[src/rtl/key_pkg.sv]
// Shared types and constants for the key/mode controller.
// Optional feature macro: KEY_AUTOREPEAT_EN (held keys re-pulse press).
package key_pkg;

    typedef enum logic [1:0] {
        StUp,
        StConfirmDn,
        StDown,
        StConfirmUp
    } key_state_e;

    localparam int unsigned NUM_KEYS  = 4;
    localparam int unsigned KEY_NEXT  = 0;
    localparam int unsigned KEY_PREV  = 1;
    localparam int unsigned KEY_SPEED = 2;
    localparam int unsigned KEY_PAUSE = 3;
    localparam int unsigned SPEED_W   = 2;

    // Counter width covering the longer of the debounce and repeat windows, never below 1.
    function automatic int unsigned cnt_width(input int unsigned a, input int unsigned b);
        int unsigned m;
        m = (a > b) ? a : b;
        return (m < 2) ? 1 : $clog2(m);
    endfunction

endpackage

[src/rtl/key_debounce.sv]
// Single-key synchronizer and debounce FSM producing a level and a one-cycle press pulse.
// Optional feature macro: KEY_AUTOREPEAT_EN (re-pulse press every REPEAT_CYCLES while held).
module key_debounce
    import key_pkg::*;
#(
    parameter int unsigned DB_CYCLES     = 500000,
    parameter int unsigned REPEAT_CYCLES = 25000000
`ifdef KEY_AUTOREPEAT_EN
    ,
    parameter bit          REPEAT_EN     = 1'b1
`endif
) (
    input  logic clk,
    input  logic reset,
    input  logic key_n,
    output logic level,
    output logic press
);

    localparam int unsigned      CNT_W   = cnt_width(DB_CYCLES, REPEAT_CYCLES);
    localparam logic [CNT_W-1:0] DB_LAST = CNT_W'(DB_CYCLES - 1);
`ifdef KEY_AUTOREPEAT_EN
    localparam logic [CNT_W-1:0] REP_LAST = CNT_W'(REPEAT_CYCLES - 1);
`endif

    logic [1:0]       sync_q;
    key_state_e       state_q;
    logic [CNT_W-1:0] cnt_q;
    logic             press_q;
    logic             key_low;

    // Two-flop synchronizer; idles high so a reset looks like a released key.
    always_ff @(posedge clk or negedge reset) begin
        if (!reset) begin
            sync_q <= 2'b11;
        end else begin
            sync_q <= {sync_q[0], key_n};
        end
    end

    assign key_low = ~sync_q[1];

    // Debounce FSM; the counter is shared between confirm windows and the repeat timer.
    always_ff @(posedge clk or negedge reset) begin
        if (!reset) begin
            state_q <= StUp;
            cnt_q   <= '0;
            press_q <= 1'b0;
        end else begin
            press_q <= 1'b0;
            case (state_q)
                StUp: begin
                    if (key_low) begin
                        state_q <= StConfirmDn;
                        cnt_q   <= '0;
                    end
                end
                StConfirmDn: begin
                    if (!key_low) begin
                        state_q <= StUp;
                        cnt_q   <= '0;
                    end else if (cnt_q == DB_LAST) begin
                        state_q <= StDown;
                        cnt_q   <= '0;
                        press_q <= 1'b1;
                    end else begin
                        cnt_q <= cnt_q + 1'b1;
                    end
                end
                StDown: begin
                    if (!key_low) begin
                        state_q <= StConfirmUp;
                        cnt_q   <= '0;
                    end
`ifdef KEY_AUTOREPEAT_EN
                    else if (REPEAT_EN) begin
                        if (cnt_q == REP_LAST) begin
                            cnt_q   <= '0;
                            press_q <= 1'b1;
                        end else begin
                            cnt_q <= cnt_q + 1'b1;
                        end
                    end
`endif
                end
                StConfirmUp: begin
                    if (key_low) begin
                        state_q <= StDown;
                        cnt_q   <= '0;
                    end else if (cnt_q == DB_LAST) begin
                        state_q <= StUp;
                        cnt_q   <= '0;
                    end else begin
                        cnt_q <= cnt_q + 1'b1;
                    end
                end
                default: begin
                    state_q <= StUp;
                    cnt_q   <= '0;
                end
            endcase
        end
    end

    assign level = (state_q == StDown) || (state_q == StConfirmUp);
    assign press = press_q;

endmodule

[src/rtl/key_mode_ctrl.sv]
// Four debounced keys driving marquee mode (next/prev), speed and pause registers.
// Optional feature macro: KEY_AUTOREPEAT_EN (keys 0..2 auto-repeat while held).
module key_mode_ctrl
    import key_pkg::*;
#(
    parameter int unsigned DB_CYCLES     = 500000,
    parameter int unsigned REPEAT_CYCLES = 25000000,
    parameter int unsigned MODE_COUNT    = 3
) (
    input  logic               clk,
    input  logic               reset,
    input  logic [3:0]         key_n,
    output logic [3:0]         level,
    output logic [3:0]         press,
    output logic [2:0]         mode,
    output logic [SPEED_W-1:0] speed,
    output logic               pause
);

    localparam logic [2:0] MODE_LAST = 3'(MODE_COUNT - 1);

    logic [2:0]         mode_q;
    logic [SPEED_W-1:0] speed_q;
    logic               pause_q;

    for (genvar i = 0; i < NUM_KEYS; i++) begin : g_key
        key_debounce #(
            .DB_CYCLES     (DB_CYCLES),
            .REPEAT_CYCLES (REPEAT_CYCLES)
`ifdef KEY_AUTOREPEAT_EN
            ,
            .REPEAT_EN     (i != KEY_PAUSE)
`endif
        ) u_key (
            .clk   (clk),
            .reset (reset),
            .key_n (key_n[i]),
            .level (level[i]),
            .press (press[i])
        );
    end

    // Mode/speed/pause registers react one cycle after the press pulse; next+prev together cancel.
    always_ff @(posedge clk or negedge reset) begin
        if (!reset) begin
            mode_q  <= '0;
            speed_q <= '0;
            pause_q <= 1'b0;
        end else begin
            if (press[KEY_NEXT] && !press[KEY_PREV]) begin
                mode_q <= (mode_q == MODE_LAST) ? 3'd0 : mode_q + 3'd1;
            end else if (press[KEY_PREV] && !press[KEY_NEXT]) begin
                mode_q <= (mode_q == 3'd0) ? MODE_LAST : mode_q - 3'd1;
            end
            if (press[KEY_SPEED]) begin
                speed_q <= speed_q + 1'b1;
            end
            if (press[KEY_PAUSE]) begin
                pause_q <= ~pause_q;
            end
        end
    end

    assign mode  = mode_q;
    assign speed = speed_q;
    assign pause = pause_q;

endmodule

[config.mk]
export PLATFORM = sky130hd
export DESIGN_NAME = key_mode_ctrl
export DESIGN_NICKNAME = d
export VERILOG_FILES = /design/src/rtl/key_pkg.sv /design/src/rtl/key_debounce.sv /design/src/rtl/key_mode_ctrl.sv
export SDC_FILE = /design/constraint.sdc
export NUM_CORES = 1
export LEC_CHECK = 0
export BUFFER_PORTS_ARGS = -buffer_cell sky130_fd_sc_hd__buf_2
export CELL_PAD_IN_SITES_DETAIL_PLACEMENT = 0
export CELL_PAD_IN_SITES_GLOBAL_PLACEMENT = 1
export CORE_ASPECT_RATIO = 1.1
export CORE_MARGIN = 1
export CORE_UTILIZATION = 49
export DETAILED_ROUTE_END_ITERATION = 6
export GPL_ROUTABILITY_DRIVEN = 0
export PLACE_DENSITY_LB_ADDON = 0.15
export SKIP_CTS_REPAIR_TIMING = 1
export SYNTH_ARGS = -nofsm -noshare
export SYNTH_HDL_FRONTEND = slang
export SYNTH_HIERARCHICAL = 1
export SYNTH_SLANG_ARGS = --single-unit
export TNS_END_PERCENT = 50
[constraint.sdc]
create_clock -name clk -period 2.3 [get_ports clk]
set_input_delay 0.46 -clock clk [delete_from_list [all_inputs] [get_ports clk]]
set_output_delay 0.46 -clock clk [all_outputs]
set_load 0.01 [all_outputs]
==> results of run 1 <==
==> power groups by stage <==
| stage | registers (uW) | clock network (uW) | logic, uW |
|---|---|---|---|
| 2_1_floorplan | 2350 | 0 | 165 |
| 3_3_place_gp | 2360 | 0 | 249 |
| 3_5_place_dp | 2360 | 0 | 257 |
| 4_1_cts | 2320 | 2950 | 259 |
| 5_1_grt | 2330 | 3060 | 295 |
| 6_report | 2330 | 2900 | 256 |
==> cell usage in the layout, fill, tap and decap left out, drive strengths merged, types with 9 or more instances in the layout <==
cell type  instances
a21o              16
inv               20
a41oi             16
nand2             75
dfrtp            118
nor4              12
o21ai             48
nor2              40
nand4             20
xnor2              9
or3               12
a21oi             57
buf               25
and4              20
mux2i             11
a31oi             53
clkbuf            22
nand2b            12
nand3             64
ha                10
and3              20
a22o              12
==> kinds of logic after synthesis <==
kind of cell               share of synthesized area, %
DFF                                                45.4
adders and majority gates                          1.80
buffers and inverters                              4.31
AOI/OAI and AO/OA                                  20.2
and+or+nand+nor                                    24.6
muxes                                              1.80
xor gates and xnor gates                           1.89
==> per-stage QoR <==
stage / util [%] / std cells / instance area [um^2] / power, uW / setup WS, ns
global route: 56.3 / 947 / 7790 / 5690 / 0.0169
global placement: 51.6 / 914 / 7140 / 2610 / 0.239
finish: 56.3 / 947 / 7790 / 5480 / 0.175
detailed placement: 51.6 / 914 / 7140 / 2620 / 0.109
floorplan: - / 737 / 6960 / 2510 / 0.577
CTS: 56.2 / 946 / 7780 / 5540 / 0.108
==> final cells by class <==
class                      count  area [um^2]  share of cell area [%]
clock inverter                10          159                    2.04
tap                          188          235                    3.02
sequential                   126         3160                    40.6
timing repair buffer          25          168                    2.15
multi-input combinational    556         3510                    45.0
clock buffer                  22          484                    6.21
inverter                      20         75.1                   0.963
==> registers in the layout, indices dropped and copies added, names as in the netlist, named ones only <==
signal / cells
g_key.u_key/press: 4
speed: 2
g_key.u_key/state_q: 4
g_key.u_key/sync_q: 8
pause: 1
mode: 3
g_key.u_key/cnt_q: 100
==> worst max-delay path, stage by stage (launching register included) <==
cell and delay, ns:
dfrtp_1 0.41, ha_1 0.26, nand4_2 0.15, nor2_1 0.12, a21oi_2 0.76, a31oi_1 0.16, a31oi_1 0.18
==> layer usage <==
| layer | vias up | share of wire [%] | GRT usage, % |
|---|---|---|---|
| met4 | 0 | 1.4 | 8.37 |
| met3 | 19 | 3.6 | 4.55 |
| met2 | 138 | 48 | 36.8 |
| met5 | - | 0 | 0 |
| met1 | 2878 | 47 | 31.5 |
| li1 | 2807 | - | - |
==> path summary, 6_finish.rpt <==
kind	slack (ns)	endpoint	cells past startpoint
max	0.17	g_key[0].u_key/cnt_q[14]	6
min	0.11	g_key[0].u_key/cnt_q[14]	2
max reg2reg	0.17	g_key[0].u_key/cnt_q[14]	6
min reg2reg	0.35	g_key[0].u_key/sync_q[1]	0
max in group asynchronous	1.64	g_key[2].u_key/cnt_q[4]	2
min in group clk	0.14	g_key[3].u_key/sync_q[0]	1
==> results by group, run 1 <==
Power
  – Comb pwr share: 4.7%
  – Peak supply drop: 0.000515 V
  – Clock share of power: 52.9%
  – Reg power frac: 42.4%
  – Pleak: 0.00336 uW
  – Pwr Density: 704 mW/mm^2
  – Net switching power of the design: 1210 uW
  – Net Sw Frac: 22.1%
  – Internal: 4270 uW

Routing
  – Routed Antenna Nets: 0
  – Initial drt markers: 369
  – DRT Pass-1 Iters: 6
  – Residual DRC: 0
  – Vias/cell: 6.17
  – Avg WL per Cell: 16.6 um
  – WL final: 15,700 um
  – Vias: 5,842

Floorplan
  – Starting Density: 50.3%
  – Core area: 0.0139 mm^2
  – Total Die Area: 0.0147 mm^2
  – Core Rows: 45
  – Die Wd: 116 um
  – Ports: 20
  – DIE HEIGHT: 127 um

Clock network
  – Clock-pin slew on the worst setup and hold paths: 0.05 ns
  – Num CTS Buffers: 17
  – Htree depth: 4
  – CTS Sinks: 126
  – CTS tree: yes
  – Clk_lat worst skew: 0.42 ns
  – Max clock buf depth: 2
  – Clock root buffer: clkbuf_16

Worst setup path
  – CP Capture Type: register
  – Critical path type: register to register
  – Origin of the critical flop-to-flop path: g_key[0].u_key/cnt_q[0]
  – WP data required: 2.64 ns
  – CP Launch Point: g_key[0].u_key/cnt_q[0]
  – Critical Path AT: 2.46 ns
  – Worst-path maximum fanout: 18
  – Startpoint types: register

GRT
  – Initial antenna violation count: 0
  – Global-route wire length before repair: 26,900 um
  – GRT Overall Usage: 23.2%
  – Largest net degree at the start of global routing: 127
  – Vias in the first global route: 5,429
  – GRT Residual Overflow: 0

Yosys
  – Post-Syn Instances: 737
  – Top cell type's share of synthesized area: 42.4%
  – Post-synth ARST share: 100%
  – Netlist Area Pre-Place: 0.00696 mm^2
  – Post-synth top area cell: dfrtp_1
  – Post-synth top cells: dfrtp_1, nand2_1, nand3_1, a31oi_1, a21oi_1
  – Avg Synthesized Cell Area: 9.45 um^2
  – Post-synth EDFFs: 0
  – Most used standard cell by instance count after synthesis: dfrtp_1
  – Distinct cell type count after synthesis: 43
  – Synthesized net count: 753
  – Synth top area cells: dfrtp_1, a31oi_1, nand3_1
  – Yosys warnings: 6
  – Top_reg_cell synth: dfrtp_1
  – Seq/Total Area, Yosys: 45.4%
  – Yosys reg bits: 126

Finish
  – Share of cells above drive strength 1: 14.1%
  – Fin nets: 762
  – Filler Cell Count: 1,276
  – P&R area growth vs syn: 11.9%
  – # diodes: 0

Placement
  – Hpwl dp: 10,200 um
  – Count of input and output buffers: 19

Min path
  – Worst hold path type: input pin to asynchronous set/reset pin

Timing
  – Fmax: 0.471 GHz
  – Slew @ Worst Pin: 1.04 ns
  – Final slew viol count: 0
  – Skew final: 0.00563 ns
  – Slew HR: 30.5%
  – # setup viols final: 0
  – WHS: 0.106 ns
  – Fin Setup TNS: 0 ns
  – Min Clock Period, post-route: 2.13 ns
  – Fin. Hold Viols: 0
  – RSZ-0062 raised after global routing: no
  – Final period utilization: 92.4%

Outcome
  – Status: finished clean

Job
  – Maximum capacitance violations: 0
(Power assumes the default switching activity.)
==> run 2, diff against run 1 <==
==> constraint.sdc (replaced) <==
create_clock -name clk -period 2.3 [get_ports clk]
set_input_delay 0.23 -clock clk [delete_from_list [all_inputs] [get_ports clk]]
set_output_delay 0.23 -clock clk [all_outputs]
set_load 0.01 [all_outputs]
==> run 2 against run 1 <==
Wire length is 0.86% higher. Cell count is 0.74% higher. Sequential share of layout area is 0.21 points lower. Maximum frequency is 2.1% higher. Worst setup slack better by 0.045 ns. Die area stayed put. Critical path type unchanged. Largest power group unchanged. Highest routed layer unchanged.
==> results by group, run 2 (synthesized netlist as in run 1, its figures left out) <==
Routing
  – Residual DRC: 0 (unchanged)
  – Routed Antenna Nets: 0 (unchanged)
  – Vias/cell: 6.12 (was 6.17)
  – Vias: 5,841 (was 5,842)
  – WL final: 15,900 um (was 15,700 um)
  – Avg WL per Cell: 16.6 um (about the same)
  – DRT Pass-1 Iters: 6 (unchanged)
  – Initial drt markers: 356 (was 369)

GRT
  – Largest net degree at the start of global routing: 50 (was 127)
  – Met1 Track Usage GR: 31.5% (about the same)
  – Routing usage on met3: 4.17% (was 4.55%)
  – Global-route wire length before repair: 26,800 um (was 26,900 um)
  – Vias in the first global route: 5,432 (was 5,429)
  – M2 GR Usage: 37.1% (was 36.8%)
  – GRT Overall Usage: 23.2% (about the same)
  – GRT Residual Overflow: 0 (unchanged)
  – Initial antenna violation count: 0 (unchanged)
  – GR peak layer: met2 (unchanged)

Finish
  – Largest Register: g_key.u_key/cnt_q (unchanged)
  – Biggest regs: g_key.u_key/cnt_q: 100 flops, g_key.u_key/sync_q: 8 flops (unchanged)
  – Most common cell after layout, fill and taps aside: dfrtp_1 (unchanged)
  – Fin nets: 769 (was 762)
  – Max reg flops: 100 (unchanged)
  – P&R area growth vs syn: 12.5% (was 11.9%)
  – Most frequent cells in the layout: dfrtp_1, nand2_1, nand3_1, a31oi_1, a21oi_1 (unchanged)
  – Share of cells above drive strength 1: 14.4% (was 14.1%)
  – # diodes: 0 (unchanged)

Floorplan
  – Core area: 0.0139 mm^2 (unchanged)
  – DIE HEIGHT: 127 um (unchanged)
  – Starting Density: 50.3% (unchanged)
  – Ports: 20 (unchanged)
  – Total Die Area: 0.0147 mm^2 (unchanged)
  – Die Wd: 116 um (unchanged)
  – Core Rows: 45 (unchanged)

Timing
  – Final period utilization: 90.5% (was 92.4%)
  – Slew @ Worst Pin: 1.02 ns (was 1.04 ns)
  – Fmax: 0.481 GHz (was 0.471 GHz)
  – Final slew viol count: 0 (unchanged)
  – Min Clock Period, post-route: 2.08 ns (was 2.13 ns)
  – Fin. Hold Viols: 0 (unchanged)
  – RSZ-0062 raised after global routing: no (unchanged)
  – Fin Setup TNS: 0 ns (unchanged)
  – Skew final: 0.00752 ns (was 0.00563 ns)
  – Setup ws final: 0.219 ns (was 0.175 ns)
  – # setup viols final: 0 (unchanged)
  – Slew HR: 31.8% (was 30.5%)

Worst setup path
  – End point of the critical path: g_key[0].u_key/cnt_q[5] (was g_key[0].u_key/cnt_q[14])
  – Startpoint types: register (unchanged)
  – CP Capture Type: register (unchanged)
  – R2R Setup Slk: 0.22 ns (was 0.17 ns)
  – WP data required: 2.63 ns (was 2.64 ns)
  – Critical Path AT: 2.41 ns (was 2.46 ns)
  – CP Launch Point: g_key[0].u_key/cnt_q[0] (unchanged)
  – Origin of the critical flop-to-flop path: g_key[0].u_key/cnt_q[0] (unchanged)
  – Critical path type: register to register (unchanged)
  – Worst-path maximum fanout: 18 (unchanged)
  – Critical R2R Capture: g_key[0].u_key/cnt_q[5] (was g_key[0].u_key/cnt_q[14])
  – FF-to-FF path depth: 6 (unchanged)

Placement
  – Pre-CTS setup slack: 0.165 ns (was 0.109 ns)
  – Hpwl dp: 10,300 um (was 10,200 um)
  – Count of input and output buffers: 19 (unchanged)

Clock network
  – Clk_lat worst skew: 0.42 ns (about the same)
  – Clock-pin slew on the worst setup and hold paths: 0.06 ns (was 0.05 ns)
  – CTS tree: yes (unchanged)
  – Num CTS Buffers: 17 (unchanged)
  – CTS Sinks: 126 (unchanged)
  – Clock root buffer: clkbuf_16 (unchanged)
  – Max clock buf depth: 2 (unchanged)
  – Htree depth: 4 (unchanged)

Outcome
  – Status: finished clean (unchanged)

Job
  – Maximum capacitance violations: 0 (unchanged)

Power
  – Pwr Density: 685 mW/mm^2 (was 704 mW/mm^2)
  – Peak supply drop: 0.000576 V (was 0.000515 V)
  – Pleak: 0.00336 uW (about the same)

Min path
  – Worst hold path type: register to register (was input pin to asynchronous set/reset pin)
run 2: routing by layer:
layer  vias to the layer above  routed length [um]
met4                         0                 230
met1                      2864                7380
met2                       131                7670
met3                        17                 581
met5                         -                   0
li1                       2829                   -
run 2: how the worst min path moves through the flow:
stage,cells past startpoint,slack (ns),end,startpoint
floorplan,0,-0.07,asynchronous set/reset pin,reset
global placement,1,0.30,g_key[0].u_key/cnt_q[14],reset
detailed placement,1,0.30,g_key[0].u_key/cnt_q[13],reset
CTS,1,-0.15,g_key[1].u_key/cnt_q[0],reset
global route,0,0.36,g_key[1].u_key/sync_q[1],g_key[1].u_key/sync_q[0]
finish,0,0.36,g_key[0].u_key/sync_q[1],g_key[0].u_key/sync_q[0]
run 2: final cells by class:
type | instances | area (um^2)
clock buffers | 19 | 453
inverters | 20 | 75.1
flip-flops and latches | 126 | 3160
multi-input cells | 556 | 3510
well taps | 188 | 235
fillers | 1252 | 6020
clock inverters | 13 | 165
repair buffers | 32 | 233
run 2: per-stage QoR:
stage                     std cells  utilization [%]  hold WS (ns)  instance area, um^2  total power [uW]
after floorplan                 737                -       -0.0656                 6960              2510
after global placement          916             51.7         0.301                 7160              2610
after detailed placement        916             51.7         0.302                 7160              2620
after CTS                       948             56.1        -0.146                 7770              5420
after global routing            954             56.6         0.357                 7830              5550
final                           954             56.6         0.356                 7830              5370
run 2: worst max-delay path, cell delays in order, from the launching register on:
cell and delay, ns:
dfrtp_1 0.41, ha_1 0.25, nand4_2 0.16, nor2_1 0.13, a21oi_2 0.69, a21oi_1 0.15, a31oi_1 0.19
run 2: report_power, final:
part	switching [uW]	internal [uW]
sequential	58.0	2270
combinational	175	88.6
clock	1020	1760
==> run 3, diff against run 2 <==
--- a/config.mk
+++ b/config.mk
@@ -17,6 +17,5 @@
 export SKIP_CTS_REPAIR_TIMING = 1
 export SYNTH_ARGS = -nofsm -noshare
 export SYNTH_HDL_FRONTEND = slang
-export SYNTH_HIERARCHICAL = 1
 export SYNTH_SLANG_ARGS = --single-unit
 export TNS_END_PERCENT = 50
==> run 3 against run 2 <==
Critical path depth unchanged. First-iteration DRC count grew 3.4%. Wire length shrank 2.4%. Synthesized cell count rose by 0.95%.
==> results by group, run 3 <==
Outcome
  – Status: finished clean (unchanged)

Clock network
  – CTS Sinks: 126 (unchanged)
  – Max clock buf depth: 2 (unchanged)
  – Clock root buffer: clkbuf_16 (unchanged)
  – CTS tree: yes (unchanged)
  – Htree depth: 4 (unchanged)
  – Clock-pin slew on the worst setup and hold paths: 0.06 ns (about the same)
  – Num CTS Buffers: 17 (unchanged)
  – Clk_lat worst skew: 0.42 ns (about the same)

Finish
  – Largest Register: g_key.u_key.cnt_q (was g_key.u_key/cnt_q)
  – Filler Cell Count: 1,233 (was 1,252)
  – Biggest regs: g_key.u_key.cnt_q: 100 flops, g_key.u_key.sync_q: 8 flops (was g_key.u_key/cnt_q: 100 flops, g_key.u_key/sync_q: 8 flops)
  – # diodes: 0 (unchanged)
  – Most frequent cells in the layout: dfrtp_1, nand2_1, a31oi_1, nor2_1, nand3_1 (was dfrtp_1, nand2_1, nand3_1, a31oi_1, a21oi_1)
  – Multi-input logic area: 0.00339 mm^2 (was 0.00351 mm^2)
  – Share of cells above drive strength 1: 13.9% (was 14.4%)
  – Fin util: 57.2% (was 56.6%)
  – P&R area growth vs syn: 14.1% (was 12.5%)
  – Fin nets: 782 (was 769)
  – Most common cell after layout, fill and taps aside: dfrtp_1 (unchanged)
  – Register area: 0.00316 mm^2 (unchanged)
  – Max reg flops: 100 (unchanged)

Yosys
  – Post-synth EDFFs: 0 (unchanged)
  – Synthesized net count: 761 (was 753)
  – Yosys warnings: 0 (was 6)
  – Post-synth top area cell: dfrtp_1 (unchanged)
  – Synth top area cells: dfrtp_1, a31oi_1, nand2_1 (was dfrtp_1, a31oi_1, nand3_1)
  – Yosys reg bits: 126 (unchanged)
  – Most used standard cell by instance count after synthesis: dfrtp_1 (unchanged)
  – Post-synth top cells: dfrtp_1, nand2_1, a31oi_1, nor2_1, nand3_1 (was dfrtp_1, nand2_1, nand3_1, a31oi_1, a21oi_1)
  – Avg Synthesized Cell Area: 9.25 um^2 (was 9.45 um^2)
  – Post-Syn Instances: 744 (was 737)
  – Top_reg_cell synth: dfrtp_1 (unchanged)
  – Top cell type's share of synthesized area: 42.9% (was 42.4%)
  – Seq/Total Area, Yosys: 46.0% (was 45.4%)
  – Post-synth ARST share: 100% (unchanged)
  – Distinct cell type count after synthesis: 59 (was 43)
  – Netlist Area Pre-Place: 0.00688 mm^2 (was 0.00696 mm^2)

Floorplan
  – Core Rows: 45 (unchanged)
  – Ports: 20 (unchanged)
  – DIE HEIGHT: 126 um (was 127 um)
  – Die Wd: 115 um (was 116 um)
  – Total Die Area: 0.0145 mm^2 (was 0.0147 mm^2)
  – Starting Density: 50.1% (was 50.3%)
  – Core area: 0.0137 mm^2 (was 0.0139 mm^2)

Routing
  – Vias/cell: 5.97 (was 6.12)
  – Residual DRC: 0 (unchanged)
  – Vias: 5,769 (was 5,841)
  – DRT Pass-1 Iters: 4 (was 6)
  – Routed Antenna Nets: 0 (unchanged)
  – Initial drt markers: 368 (was 356)
  – WL final: 15,500 um (was 15,900 um)
  – Avg WL per Cell: 16.0 um (was 16.6 um)

Power
  – Pwr Density: 783 mW/mm^2 (was 685 mW/mm^2)
  – Peak supply drop: 0.000508 V (was 0.000576 V)
  – Pleak: 0.00331 uW (was 0.00336 uW)

Worst setup path
  – Startpoint types: register (unchanged)
  – WP data required: 2.61 ns (was 2.63 ns)
  – R2R Setup Slk: 0.16 ns (was 0.22 ns)
  – Critical Path AT: 2.44 ns (was 2.41 ns)
  – Critical path type: register to register (unchanged)
  – FF-to-FF path depth: 6 (unchanged)
  – Worst-path maximum fanout: 13 (was 18)
  – Critical R2R Capture: g_key[3].u_key.cnt_q[11] (was g_key[0].u_key/cnt_q[5])
  – CP Capture Type: register (unchanged)
  – Origin of the critical flop-to-flop path: g_key[3].u_key.cnt_q[19] (was g_key[0].u_key/cnt_q[0])

Min path
  – Hold path endpoint: g_key[3].u_key.sync_q[1] (was g_key[0].u_key/sync_q[1])
  – Worst hold stages: 0 (unchanged)
  – HP Start: g_key[3].u_key.sync_q[0] (was g_key[0].u_key/sync_q[0])
  – Worst hold path type: register to register (unchanged)

GRT
  – Global-route wire length before repair: 26,400 um (was 26,800 um)
  – GRT Overall Usage: 23.1% (was 23.2%)
  – Largest net degree at the start of global routing: 55 (was 50)
  – Vias in the first global route: 5,477 (was 5,432)
  – GRT Residual Overflow: 0 (unchanged)
  – Initial antenna violation count: 0 (unchanged)

Timing
  – Min Clock Period, post-route: 2.14 ns (was 2.08 ns)
  – Fin. Hold Viols: 0 (unchanged)
  – # setup viols final: 0 (unchanged)
  – Slew @ Worst Pin: 0.728 ns (was 1.02 ns)
  – Slew HR: 51.5% (was 31.8%)
  – Final slew viol count: 0 (unchanged)
  – RSZ-0062 raised after global routing: no (unchanged)
  – Skew final: 0.0115 ns (was 0.00752 ns)
  – Fmax: 0.468 GHz (was 0.481 GHz)
  – Final period utilization: 92.9% (was 90.5%)
  – Fin Setup TNS: 0 ns (unchanged)

Job
  – Maximum capacitance violations: 0 (unchanged)

Placement
  – Hpwl dp: 10,800 um (was 10,300 um)
  – Count of input and output buffers: 19 (unchanged)
==> run 3: cell type report <==
class | instances | share of cell area (%)
inverter | 23 | 1.10
sequential | 126 | 40.3
clock buffer | 27 | 6.66
tap | 188 | 3.00
multi-input combinational | 542 | 43.1
clock inverter | 5 | 0.701
timing repair buffer | 55 | 5.16
==> run 3: cells by family (layout without fill, tap and decap cells) <==
family	count (synthesis)	after routing	synth area share [%]
DFF	126	126	46.0
adders and majority gates	11	11	2.00
AOI/OAI and AO/OA	189	189	18.4
and+or+nand+nor	308	308	24.1
xor gates and xnor gates	28	28	3.56
muxes	6	6	0.891
buffers and inverters	76	110	5.11
==> run 3: worst max-delay path by stage <==
stage | from | endpoint | slack (ns) | cells past startpoint
6_report | g_key[3].u_key.cnt_q[19] | g_key[3].u_key.cnt_q[11] | 0.16 | 6
4_1_cts | g_key[1].u_key.cnt_q[0] | g_key[1].u_key.cnt_q[24] | 0.08 | 6
2_1_floorplan | g_key[1].u_key.cnt_q[0] | g_key[1].u_key.cnt_q[24] | 0.25 | 6
3_5_place_dp | g_key[1].u_key.cnt_q[0] | g_key[1].u_key.cnt_q[24] | 0.1 | 6
3_3_place_gp | g_key[1].u_key.cnt_q[0] | g_key[1].u_key.cnt_q[24] | 0.18 | 6
5_1_grt | g_key[3].u_key.cnt_q[19] | g_key[3].u_key.cnt_q[15] | 0.04 | 5
==> run 3: routing by layer <==
layer  GRT usage [%]  wire length, um  up-vias
met5               0                0        -
met4            11.1              386        0
met3            4.81              501       27
met2            37.3             7310      126
met1            29.5             7290     2807
li1                -                -     2809
==> run 3: where the power goes <==
| group | total, uW | leakage (uW) | internal [uW] | switching, uW |
|---|---|---|---|---|
| registers | 2500 | 0.00172 | 2350 | 152 |
| logic | 1050 | 0.00131 | 364 | 685 |
| clock network | 2600 | 0.000280 | 1650 | 944 |
| total | 6150 | 0.00331 | 4370 | 1780 |
==> run 3: worst max-delay path, stage by stage, from the launching register on <==
cell and delay, ns:
dfrtp_1 0.43, or4_1 0.58, or2_1 0.29, o311a_4 0.35, nor2_4 0.10, buf_4 0.20, nor2_1 0.07
==> run 3: through the flow <==
stage	setup WS, ns	instance area (um^2)	hold WS [ns]	cells	total power [uW]
floorplan	0.255	6880	-0.0656	744	3250
global placement	0.175	7220	0.335	929	3540
detailed placement	0.0968	7220	0.336	929	3570
CTS	0.0756	7790	-0.111	961	6180
global route	0.0364	7850	0.356	966	6420
finish	0.164	7850	0.354	966	6150
